**src/rtl/cpu_pkg.sv**
```systemverilog
// Shared CPU front-end types: instruction length encoding and fetch FSM states.
package cpu_pkg;

  typedef logic [1:0] op_len_t;

  localparam op_len_t OP_LEN_1 = 2'd1;
  localparam op_len_t OP_LEN_2 = 2'd2;
  localparam op_len_t OP_LEN_3 = 2'd3;

  localparam logic [7:0] INT_IR_NATIVE_HI = 8'h00;

  typedef enum logic {
    FETCH_RUN  = 1'b0,
    FETCH_DROP = 1'b1
  } fetch_state_t;

endpackage

```
**src/rtl/op_len_decode.sv**
```systemverilog
// 6502/65C02 instruction length from the opcode byte (1..3 bytes), combinational.
module op_len_decode
  import cpu_pkg::*;
(
  input  logic [7:0] i_opcode,
  output op_len_t    o_len
);

  always_comb begin
    o_len = OP_LEN_2;
    if (i_opcode[3:2] == 2'b11 || i_opcode[4:0] == 5'b11001 || i_opcode == 8'h20) begin
      o_len = OP_LEN_3;
    end else if (i_opcode[3:0] == 4'h8 || i_opcode[3:0] == 4'hA ||
                 i_opcode[3:0] == 4'h3 || i_opcode[3:0] == 4'hB ||
                 i_opcode == 8'h40 || i_opcode == 8'h60) begin
      o_len = OP_LEN_1;
    end
  end

endmodule

```
**src/rtl/ir_feed.sv**
```systemverilog
// Instruction feed: byte prefetch FIFO, instruction assembly into IR/K words,
// and sequencer interrupt-word injection ahead of decode.
module ir_feed
  import cpu_pkg::*;
#(
  parameter int unsigned FIFO_DEPTH = 4,
  parameter logic [15:0] RESET_PC   = 16'h0000
) (
  input  logic        clk,
  input  logic        a_rst,
  output logic        mem_req,
  output logic [15:0] mem_addr,
  input  logic        mem_ack,
  input  logic [7:0]  mem_data,
  input  logic        pc_load,
  input  logic [15:0] pc_new,
  input  logic        hold_fetch,
  input  logic        replace_ir,
  input  logic        replace_k,
  input  logic [15:0] int_ir,
  input  logic [15:0] int_k,
  output logic        feed_valid,
  output logic [15:0] feed_ir,
  output logic [15:0] feed_k,
  output logic [15:0] feed_pc,
  input  logic        feed_ready,
  output logic        feed_ack
);

  localparam int unsigned PW = $clog2(FIFO_DEPTH);
  typedef logic [PW-1:0] ptr_t;
  typedef logic [PW:0]   cnt_t;

  logic [7:0]   r_fifo [FIFO_DEPTH];
  ptr_t         r_rd_ptr, r_wr_ptr;
  cnt_t         r_count;
  fetch_state_t r_state, w_state_nxt;
  logic         r_mem_req;
  logic [15:0]  r_mem_addr, r_redirect, r_head_pc;
  logic         r_feed_valid;
  logic [15:0]  r_feed_ir, r_feed_k, r_feed_pc;

  logic [7:0]   w_b0, w_b1, w_b2;
  op_len_t      w_len;
  logic         w_push, w_load, w_ack;

  assign w_b0 = r_fifo[r_rd_ptr];
  assign w_b1 = r_fifo[r_rd_ptr + ptr_t'(1)];
  assign w_b2 = r_fifo[r_rd_ptr + ptr_t'(2)];

  op_len_decode u_len (
    .i_opcode (w_b0),
    .o_len    (w_len)
  );

  assign w_ack  = r_feed_valid & feed_ready & ~pc_load;
  assign w_push = (r_state == FETCH_RUN) && r_mem_req && mem_ack && !pc_load;
  assign w_load = !hold_fetch && !replace_ir && !pc_load &&
                  (r_count >= cnt_t'(w_len)) && (!r_feed_valid || w_ack);

  always_ff @(posedge clk or negedge a_rst) begin
    if (!a_rst) r_state <= FETCH_RUN;
    else        r_state <= w_state_nxt;
  end

  always_comb begin
    w_state_nxt = r_state;
    unique case (r_state)
      FETCH_RUN:  if (pc_load && r_mem_req && !mem_ack) w_state_nxt = FETCH_DROP;
      FETCH_DROP: if (mem_ack) w_state_nxt = FETCH_RUN;
    endcase
  end

  // A redirect never moves the address of an in-flight request; the target
  // is parked in r_redirect until the stale byte has been retired.
  always_ff @(posedge clk or negedge a_rst) begin
    if (!a_rst) begin
      r_mem_req  <= 1'b0;
      r_mem_addr <= RESET_PC;
      r_redirect <= RESET_PC;
    end else begin
      unique case (r_state)
        FETCH_RUN: begin
          if (pc_load) begin
            if (r_mem_req && !mem_ack) begin
              r_redirect <= pc_new;
            end else begin
              r_mem_addr <= pc_new;
              r_mem_req  <= 1'b1;
            end
          end else if (r_mem_req) begin
            if (mem_ack) begin
              r_mem_req  <= 1'b0;
              r_mem_addr <= r_mem_addr + 16'd1;
            end
          end else begin
            r_mem_req <= (r_count < cnt_t'(FIFO_DEPTH));
          end
        end
        FETCH_DROP: begin
          if (mem_ack) begin
            r_mem_req  <= 1'b0;
            r_mem_addr <= pc_load ? pc_new : r_redirect;
          end else if (pc_load) begin
            r_redirect <= pc_new;
          end
        end
      endcase
    end
  end

  always_ff @(posedge clk) begin
    if (w_push) r_fifo[r_wr_ptr] <= mem_data;
  end

  always_ff @(posedge clk or negedge a_rst) begin
    if (!a_rst) begin
      r_rd_ptr <= '0;
      r_wr_ptr <= '0;
      r_count  <= '0;
    end else if (pc_load) begin
      r_rd_ptr <= '0;
      r_wr_ptr <= '0;
      r_count  <= '0;
    end else begin
      if (w_push) r_wr_ptr <= r_wr_ptr + ptr_t'(1);
      if (w_load) r_rd_ptr <= r_rd_ptr + ptr_t'(w_len);
      r_count <= r_count + (w_push ? cnt_t'(1) : '0) - (w_load ? cnt_t'(w_len) : '0);
    end
  end

  // Injection takes priority over both the redirect clear and a native load.
  always_ff @(posedge clk or negedge a_rst) begin
    if (!a_rst) begin
      r_head_pc    <= RESET_PC;
      r_feed_valid <= 1'b0;
      r_feed_ir    <= '0;
      r_feed_k     <= '0;
      r_feed_pc    <= '0;
    end else begin
      if (pc_load)     r_head_pc <= pc_new;
      else if (w_load) r_head_pc <= r_head_pc + {14'd0, w_len};

      if (replace_ir) begin
        r_feed_valid <= 1'b1;
        r_feed_ir    <= int_ir;
        r_feed_pc    <= pc_load ? pc_new : r_head_pc;
        if (replace_k) r_feed_k <= int_k;
      end else if (pc_load) begin
        r_feed_valid <= 1'b0;
      end else if (w_load) begin
        r_feed_valid <= 1'b1;
        r_feed_ir    <= {INT_IR_NATIVE_HI, w_b0};
        r_feed_pc    <= r_head_pc;
        unique case (w_len)
          OP_LEN_3: r_feed_k <= {w_b2, w_b1};
          OP_LEN_2: r_feed_k <= {8'h00, w_b1};
          default:  r_feed_k <= '0;
        endcase
      end else if (w_ack) begin
        r_feed_valid <= 1'b0;
      end
    end
  end

  assign mem_req    = r_mem_req;
  assign mem_addr   = r_mem_addr;
  assign feed_valid = r_feed_valid;
  assign feed_ir    = r_feed_ir;
  assign feed_k     = r_feed_k;
  assign feed_pc    = r_feed_pc;
  assign feed_ack   = w_ack;

endmodule

```
**config.mk**
```make
export PLATFORM = sky130hd
export DESIGN_NAME = ir_feed
export DESIGN_NICKNAME = d
export VERILOG_FILES = /design/src/rtl/cpu_pkg.sv /design/src/rtl/op_len_decode.sv /design/src/rtl/ir_feed.sv
export SDC_FILE = /design/constraint.sdc
export NUM_CORES = 1
export LEC_CHECK = 0
export CAP_MARGIN = 15
export CORE_MARGIN = 1
export CORE_UTILIZATION = 45
export DETAILED_ROUTE_END_ITERATION = 10
export HOLD_SLACK_MARGIN = 0.08
export PLACE_DENSITY = 0.82
export SLEW_MARGIN = 20
export SYNTH_ARGS = -nofsm -noshare
export SYNTH_HDL_FRONTEND = slang
export SYNTH_SLANG_ARGS = --single-unit
```
**constraint.sdc**
```tcl
create_clock -name clk -period 4.75 [get_ports clk]
set_input_delay 1.425 -clock clk [delete_from_list [all_inputs] [get_ports clk]]
set_output_delay 1.425 -clock clk [all_outputs]
set_load 0.02 [all_outputs]
```
* Word level (Yosys, flattened, before mapping)
Memories as Yosys holds them, arrays and structs flattened. Cells that the tools add are included.
Word-level totals: bits of input ports 64, memory bits (writable) 32, memories kept 1, output and inout port bits 67, logic and storage cells 127, register bits 106
Cells by class: reductions and logical operators 32, $lt $le $gt $ge 2, eq/ne operators 20, bitwise gates (word level) 4, $add $sub $neg 8, mux-type cells 48
Memories:
- r_fifo | words 4, width 8, read ports 3, clocked after Yosys merged registers in 0, write ports 1, RTL line ir_feed.sv:34 | logic [7:0] r_fifo [FIFO_DEPTH];
Operator list (count):
- two-way mux 16 bit | 22
- case mux 16 bit (2 select lines) | 3
- adder 16 x 1 -> 16 bit (second input constant) | 1
- adder 16 x 2 -> 16 bit | 1
- == test 8 x 7 -> 1 bit (second input constant) | 2
- two-way mux 2 bit | 7
- two-way mux 1 bit | 13
- == test 4 bit (second input constant) | 3
- logical AND 1 bit | 10
- != test 3 bit (second input constant) | 3
- == test 8 x 6 -> 1 bit (second input constant) | 1
- logical OR 1 bit | 8
- == test 2 bit (second input constant) | 3
- != test 2 x 1 -> 1 bit (second input constant) | 3
- != test 2 bit (second input constant) | 3
- AND reduction 3 bit | 2
- nonzero test 2 bit | 3
- == test 5 bit (second input constant) | 1
- logical NOT 1 bit | 5
- adder 2 x 1 -> 2 bit (second input constant) | 2
- == test 4 x 2 -> 1 bit (second input constant) | 1
- case mux 1 bit (2 select lines) | 2
- AND reduction 2 bit | 2
- AND reduction 4 bit | 1
- 10 further kinds | 12

* Depth between registers and ports, before layout
An unclocked memory read counts as a cell.
word-level depth 15, depth in mapped cells 19, depth with buffers taken out 17

* Modules after synthesis
A second synthesis with hierarchy kept.
Second synthesis, totals: cell total of the unflattened synthesis 677, area, all modules 7174.4 µm²
Modules (own cells, without submodules):
- ir_feed | area an instance 7110.6 µm², cells an instance 667, instances 1, sequential area each 3613.5 µm²
- op_len_decode | area an instance 63.8 µm², cells an instance 10, instances 1, sequential area each 0.0 µm²

* Worst setup path after synthesis
OpenSTA, ideal clock, no wires.
path type register -> register, from reg r_rd_ptr[0], to reg r_count[2], slack 0.627 ns, data arrival time 3.992 ns, library setup time 0.131 ns, period minus slack after synthesis 4.123 ns, path buffers 2, data required time 4.619 ns, stages on the path, launching flop included 19, cell sequence dfrtp_1 -> buf_6 -> mux4_2 -> mux2_4 -> nand2_4 -> nand3_1 -> ha_1 -> nand2b_1 -> a211oi_1 -> or3_1 -> clkbuf_1 -> a31oi_1 -> ha_1 -> inv_1 -> ha_1 -> inv_1 -> fa_1 -> xnor2_1 -> nor2_1
Between the ends: word-level cells in the longest chain between the ends 15, elaborated cells between the ends (all ways) 25, classes of those cells 1 x add/sub; 1 x order compare; 9 x eq/ne; 4 x mux; 9 x reduce/logical; 1 x memory
RTL lines:
- from (decl) | RTL line ir_feed.sv:35 | ptr_t r_rd_ptr, r_wr_ptr;
- from (signal assigned) | RTL line ir_feed.sv:127 | if (w_load) r_rd_ptr <= r_rd_ptr + ptr_t'(w_len);
- memory (4 x 8 bit) *
- == test 4 bit | RTL line op_len_decode.sv:13 | end else if (i_opcode[3:0] == 4'h8 || i_opcode[3:0] == 4'hA ||
- logical OR 1 bit (2 in series) | RTL line op_len_decode.sv:13
- logical OR 1 bit (2 in series) | RTL line op_len_decode.sv:14 | i_opcode[3:0] == 4'h3 || i_opcode[3:0] == 4'hB ||
- logical OR 1 bit | RTL line op_len_decode.sv:15 | i_opcode == 8'h40 || i_opcode == 8'h60) begin
- two-way mux 2 bit | RTL line op_len_decode.sv:13
- two-way mux 2 bit * | RTL line op_len_decode.sv:11 | if (i_opcode[3:2] == 2'b11 || i_opcode[4:0] == 5'b11001 || i_opcode == 8'h20) begin
- >= comparator 3 x 2 -> 1 bit | RTL line ir_feed.sv:59 | (r_count >= cnt_t'(w_len)) && (!r_feed_valid || w_ack);
- logical AND 1 bit | RTL line ir_feed.sv:58 | assign w_load = !hold_fetch && !replace_ir && !pc_load &&
- logical AND 1 bit | RTL line ir_feed.sv:59
- two-way mux 2 bit * | RTL line ir_feed.sv:128 | r_count <= r_count + (w_push ? cnt_t'(1) : '0) - (w_load ? cnt_t'(w_len) : '0);
- subtractor 3 x 2 -> 3 bit * | RTL line ir_feed.sv:128
- two-way mux 3 bit * | RTL line ir_feed.sv:121 | end else if (pc_load) begin
- to (signal assigned) | RTL line ir_feed.sv:128
- to (decl) | RTL line ir_feed.sv:36 | cnt_t r_count;
Every way passes the cells marked *; elsewhere a longest branch is shown, timed or not. A chain may end at the register's enable or synchronous reset.

* Worst setup path after layout
from reg r_rd_ptr[1], to reg r_count[2]
The elaborated chain is that of the path after synthesis.

==> impl_results.md <==
- Outcome: finished, final reports clean
- Clock Tree Buf Depth: 2
- Routability cong.: 0.841
- Routed len/inst: 19.3 um
- # IOs: 131
- ANT cells: 0
- Vias in the first global route: 5650
- Final worst setup slack: 489 ps
- Via density: 5.82
- Net switching power: 1.24 mW
- Reg power frac: 38.7%
- Worst clock skew: 8.11 ps
- WP buf/inv: 2
- Post-synth cell types: 62
- Fin. max-slew vios: 0
- CTS root buf: clkbuf_16
- YS warnings: 0
- Pwr/cell area: 439 mW/mm2
- Post-route clock period utilization: 89.7%
- Share of cells above drive strength 1: 13.3%
- Crit Path Max Fanout: 12
- Max-cap viol count: 0
- Initial DRT Pass Iterations: 7
- Synth Area in Adders: 2.87%
- Max Fclk: 235 MHz
- Logic pwr share: 25.4%
- Synth Flop Type: dfrtp_1
- Initial Util: 46.3%
- Clk Latency, worst-skew pair: 430 ps
- Avg Inst Size Synth: 11.0 um2
- Mapped Cells: 641
- H-tree levels: 4
- Slew HR: 35.8%
- CP Capture Type: flop
- Pre-CTS setup slack: 342 ps
- CP dominant cell by count: ha_1
- Peak supply drop: 292 uV
- Critical Path AT: 4560 ps
- Layout filler cell count: 1180
- Syn_nets: 720
- Most frequent cells in the layout: clkdlybuf4s50_1, dfrtp_1, nand2_1
- Fin crit period: 4260 ps
- Largest family of logic cells by synthesized area: multiplexers
- Total core area: 0.0153 mm2
- TritonCTS Sinks: 138
- Synth Register Bits: 138
- Commonest non-fill, non-tap cell in the layout: clkdlybuf4s50_1
- Critical Path Stages: 17
- Critical path cell sequence: mux2_2 > mux2i_2 > nand3_1 > a21o_1 > nand3_1 > ha_1 > nand2b_1 > a211oi_1 > or3_1 > a31oi_1 > ha_1 > inv_1 > ha_1 > inv_1 > fa_1 > xnor2_1 > nor2_1
- Sw Ratio: 30.6%
- Mux contribution to synthesized area: 14.8%
- Final Util: 60.7%
- Largest net degree at the start of global routing: 66
- Reg clk slew, reported paths: 60 ps
- WHS Path Cells: 2
- Critical path type: reg -> reg
- # rows: 45
- Post-Syn Area: 0.00707 mm2
- Synth Area in Compound Gates: 14.8%
- Gr ovfl total: 0
- Critical Path Source Type: flop
- Starting DRT DRC Count: 657
- Tightest Pin Transition: 961 ps
- First-pass GRT wire length: 30400 um
- Post-synthesis async set-or-reset flop share: 76.8%
- DIE WIDTH: 127 um
- Simple-Gate Fraction of Synth Area: 11.9%
- Die area: 0.0162 mm2
- Critical Path Max Stage Delay: 620 ps
- DRC: 0
- Total GRT Usage: 24.8%
- XOR/XNOR Fraction of Synth Area: 1.36%
- Num CTS Buffers: 17
- Initial antenna violation count: 0
- CTS Hold Bufs: 0
- WP data required: 5050 ps
- Worst hold-check path type: reg -> reg
- Post-synth EDFFs: 32
- HPWL Detailed: 13300 um
- CTS tree: yes
- Final wirelength: 19200 um
- RSZ-0062 raised after global routing: no
- Post-CTS Setup Inserts: 0
- Syn-to-layout area delta: 31.0%
- Final #Nets: 850
- Delay-heaviest family, CP: adder cells
- Clock share of power: 35.9%
- Endpoints failing hold: 0
- Post-DRT Antenna Nets: 0
- Die H: 127 um
- Port bufs: 130
- CTS resizes: 0
- Sequential fraction of the synthesis area: 51.1%
- Reg2Reg Depth: 17
- Worst hold slack: 479 ps
- Endpoints failing setup: 0
- P_leak: 3.71 nW
- Internal Dissipation: 2.82 mW
- Setup TNS: 0 ps
- Routed via count: 5790
- Cell with the largest stage delay on the worst path: dfrtp_1
-- power by group through the flow --
| stage | clock network, mW | logic, mW | registers [mW] |
|---|---|---|---|
| final | 1.46 | 1.03 | 1.57 |
| after global routing | 1.52 | 1.11 | 1.60 |
| after CTS | 1.47 | 1.03 | 1.57 |
| after detailed placement | 0 | 1.02 | 1.59 |
| after global placement | 0 | 0.999 | 1.58 |
| after floorplan | 0 | 0.456 | 1.68 |
-- state kept, by name, summed over array words and instances, names as in the netlist, 2 cells and up --
| register | flops |
|---|---|
| feed_ir | 16 |
| r_head_pc | 16 |
| r_wr_ptr | 2 |
| feed_pc | 16 |
| r_count | 3 |
| r_fifo | 32 |
| mem_addr | 16 |
| feed_k | 16 |
| r_redirect | 16 |
| r_rd_ptr | 2 |
-- metal layers --
layer / part of all wire [%] / global-route usage (%)
met1: 41 / 31.2
met2: 49 / 40.4
met3: 6.7 / 6.07
met4: 2.9 / 11.5
met5: 0 / 0
-- Yosys cell counts (6+ instances only) --
cell,n,area (um2)
dfrtp_1,106,2650
nand2_1,68,255
o21ai_0,52,260
nor2_1,49,184
a21oi_1,46,230
edfxtp_1,32,961
mux2i_1,30,300
clkbuf_1,29,109
mux2_2,22,248
mux4_2,21,473
nand3_1,19,95.1
inv_1,17,63.8
ha_1,13,163
nand4_1,11,68.8
a22o_1,8,70.1
xnor2_1,8,70.1
a31oi_1,7,43.8
and2_1,7,43.8
nor3_1,6,30.0
-- final timing paths --
kind,end,slack (ps),start
hold reg to reg,feed_pc[5]$_DFFE_PN0P_,480,feed_pc[5]$_DFFE_PN0P_
setup / recovery,r_count[2]$_DFF_PN0_,490,r_rd_ptr[1]$_DFFE_PN0P_
hold / removal,feed_pc[5]$_DFFE_PN0P_,480,feed_pc[5]$_DFFE_PN0P_
max in group asynchronous,r_rd_ptr[0]$_DFFE_PN0P_,2760,a_rst
setup reg to reg,r_count[2]$_DFF_PN0_,490,r_rd_ptr[1]$_DFFE_PN0P_
min in group asynchronous,feed_pc[0]$_DFFE_PN0P_,1090,a_rst
-- logic make-up (layout without fill, tap and decap cells) --
group           Yosys count  count (layout)
compound gates          165             165
fa+ha+maj                15              15
flops                   138             138
xor+xnor                 11              11
simple gates            183             183
buf+inv                  54             197
mux                      75              75
-- tightest hold or removal path, cell delays in order, from the launching register on --
cell and delay [ps]:
dfrtp_1 340, nand2_1 40, o21ai_0 60
-- area by class of cell --
type                       instances  area, um2  area share, %
clock buffer                      17        425           4.59
multi-input combinational        449       3240           35.0
tap                              211        264           2.85
timing repair buffer             147       1430           15.4
clock inverter                    15        223           2.40
inverter                          18       67.6          0.730
sequential                       138       3610           39.0
-- through the flow --
| step | power (mW) | instances | instance area (um2) |
|---|---|---|---|
| finish | 4.07 | 995 | 9260 |
| global route | 4.23 | 995 | 9260 |
| CTS | 4.07 | 995 | 9260 |
| detailed placement | 2.61 | 963 | 8610 |
| global placement | 2.58 | 963 | 8610 |
| floorplan | 2.14 | 641 | 7070 |
(Power assumes the default switching activity.)
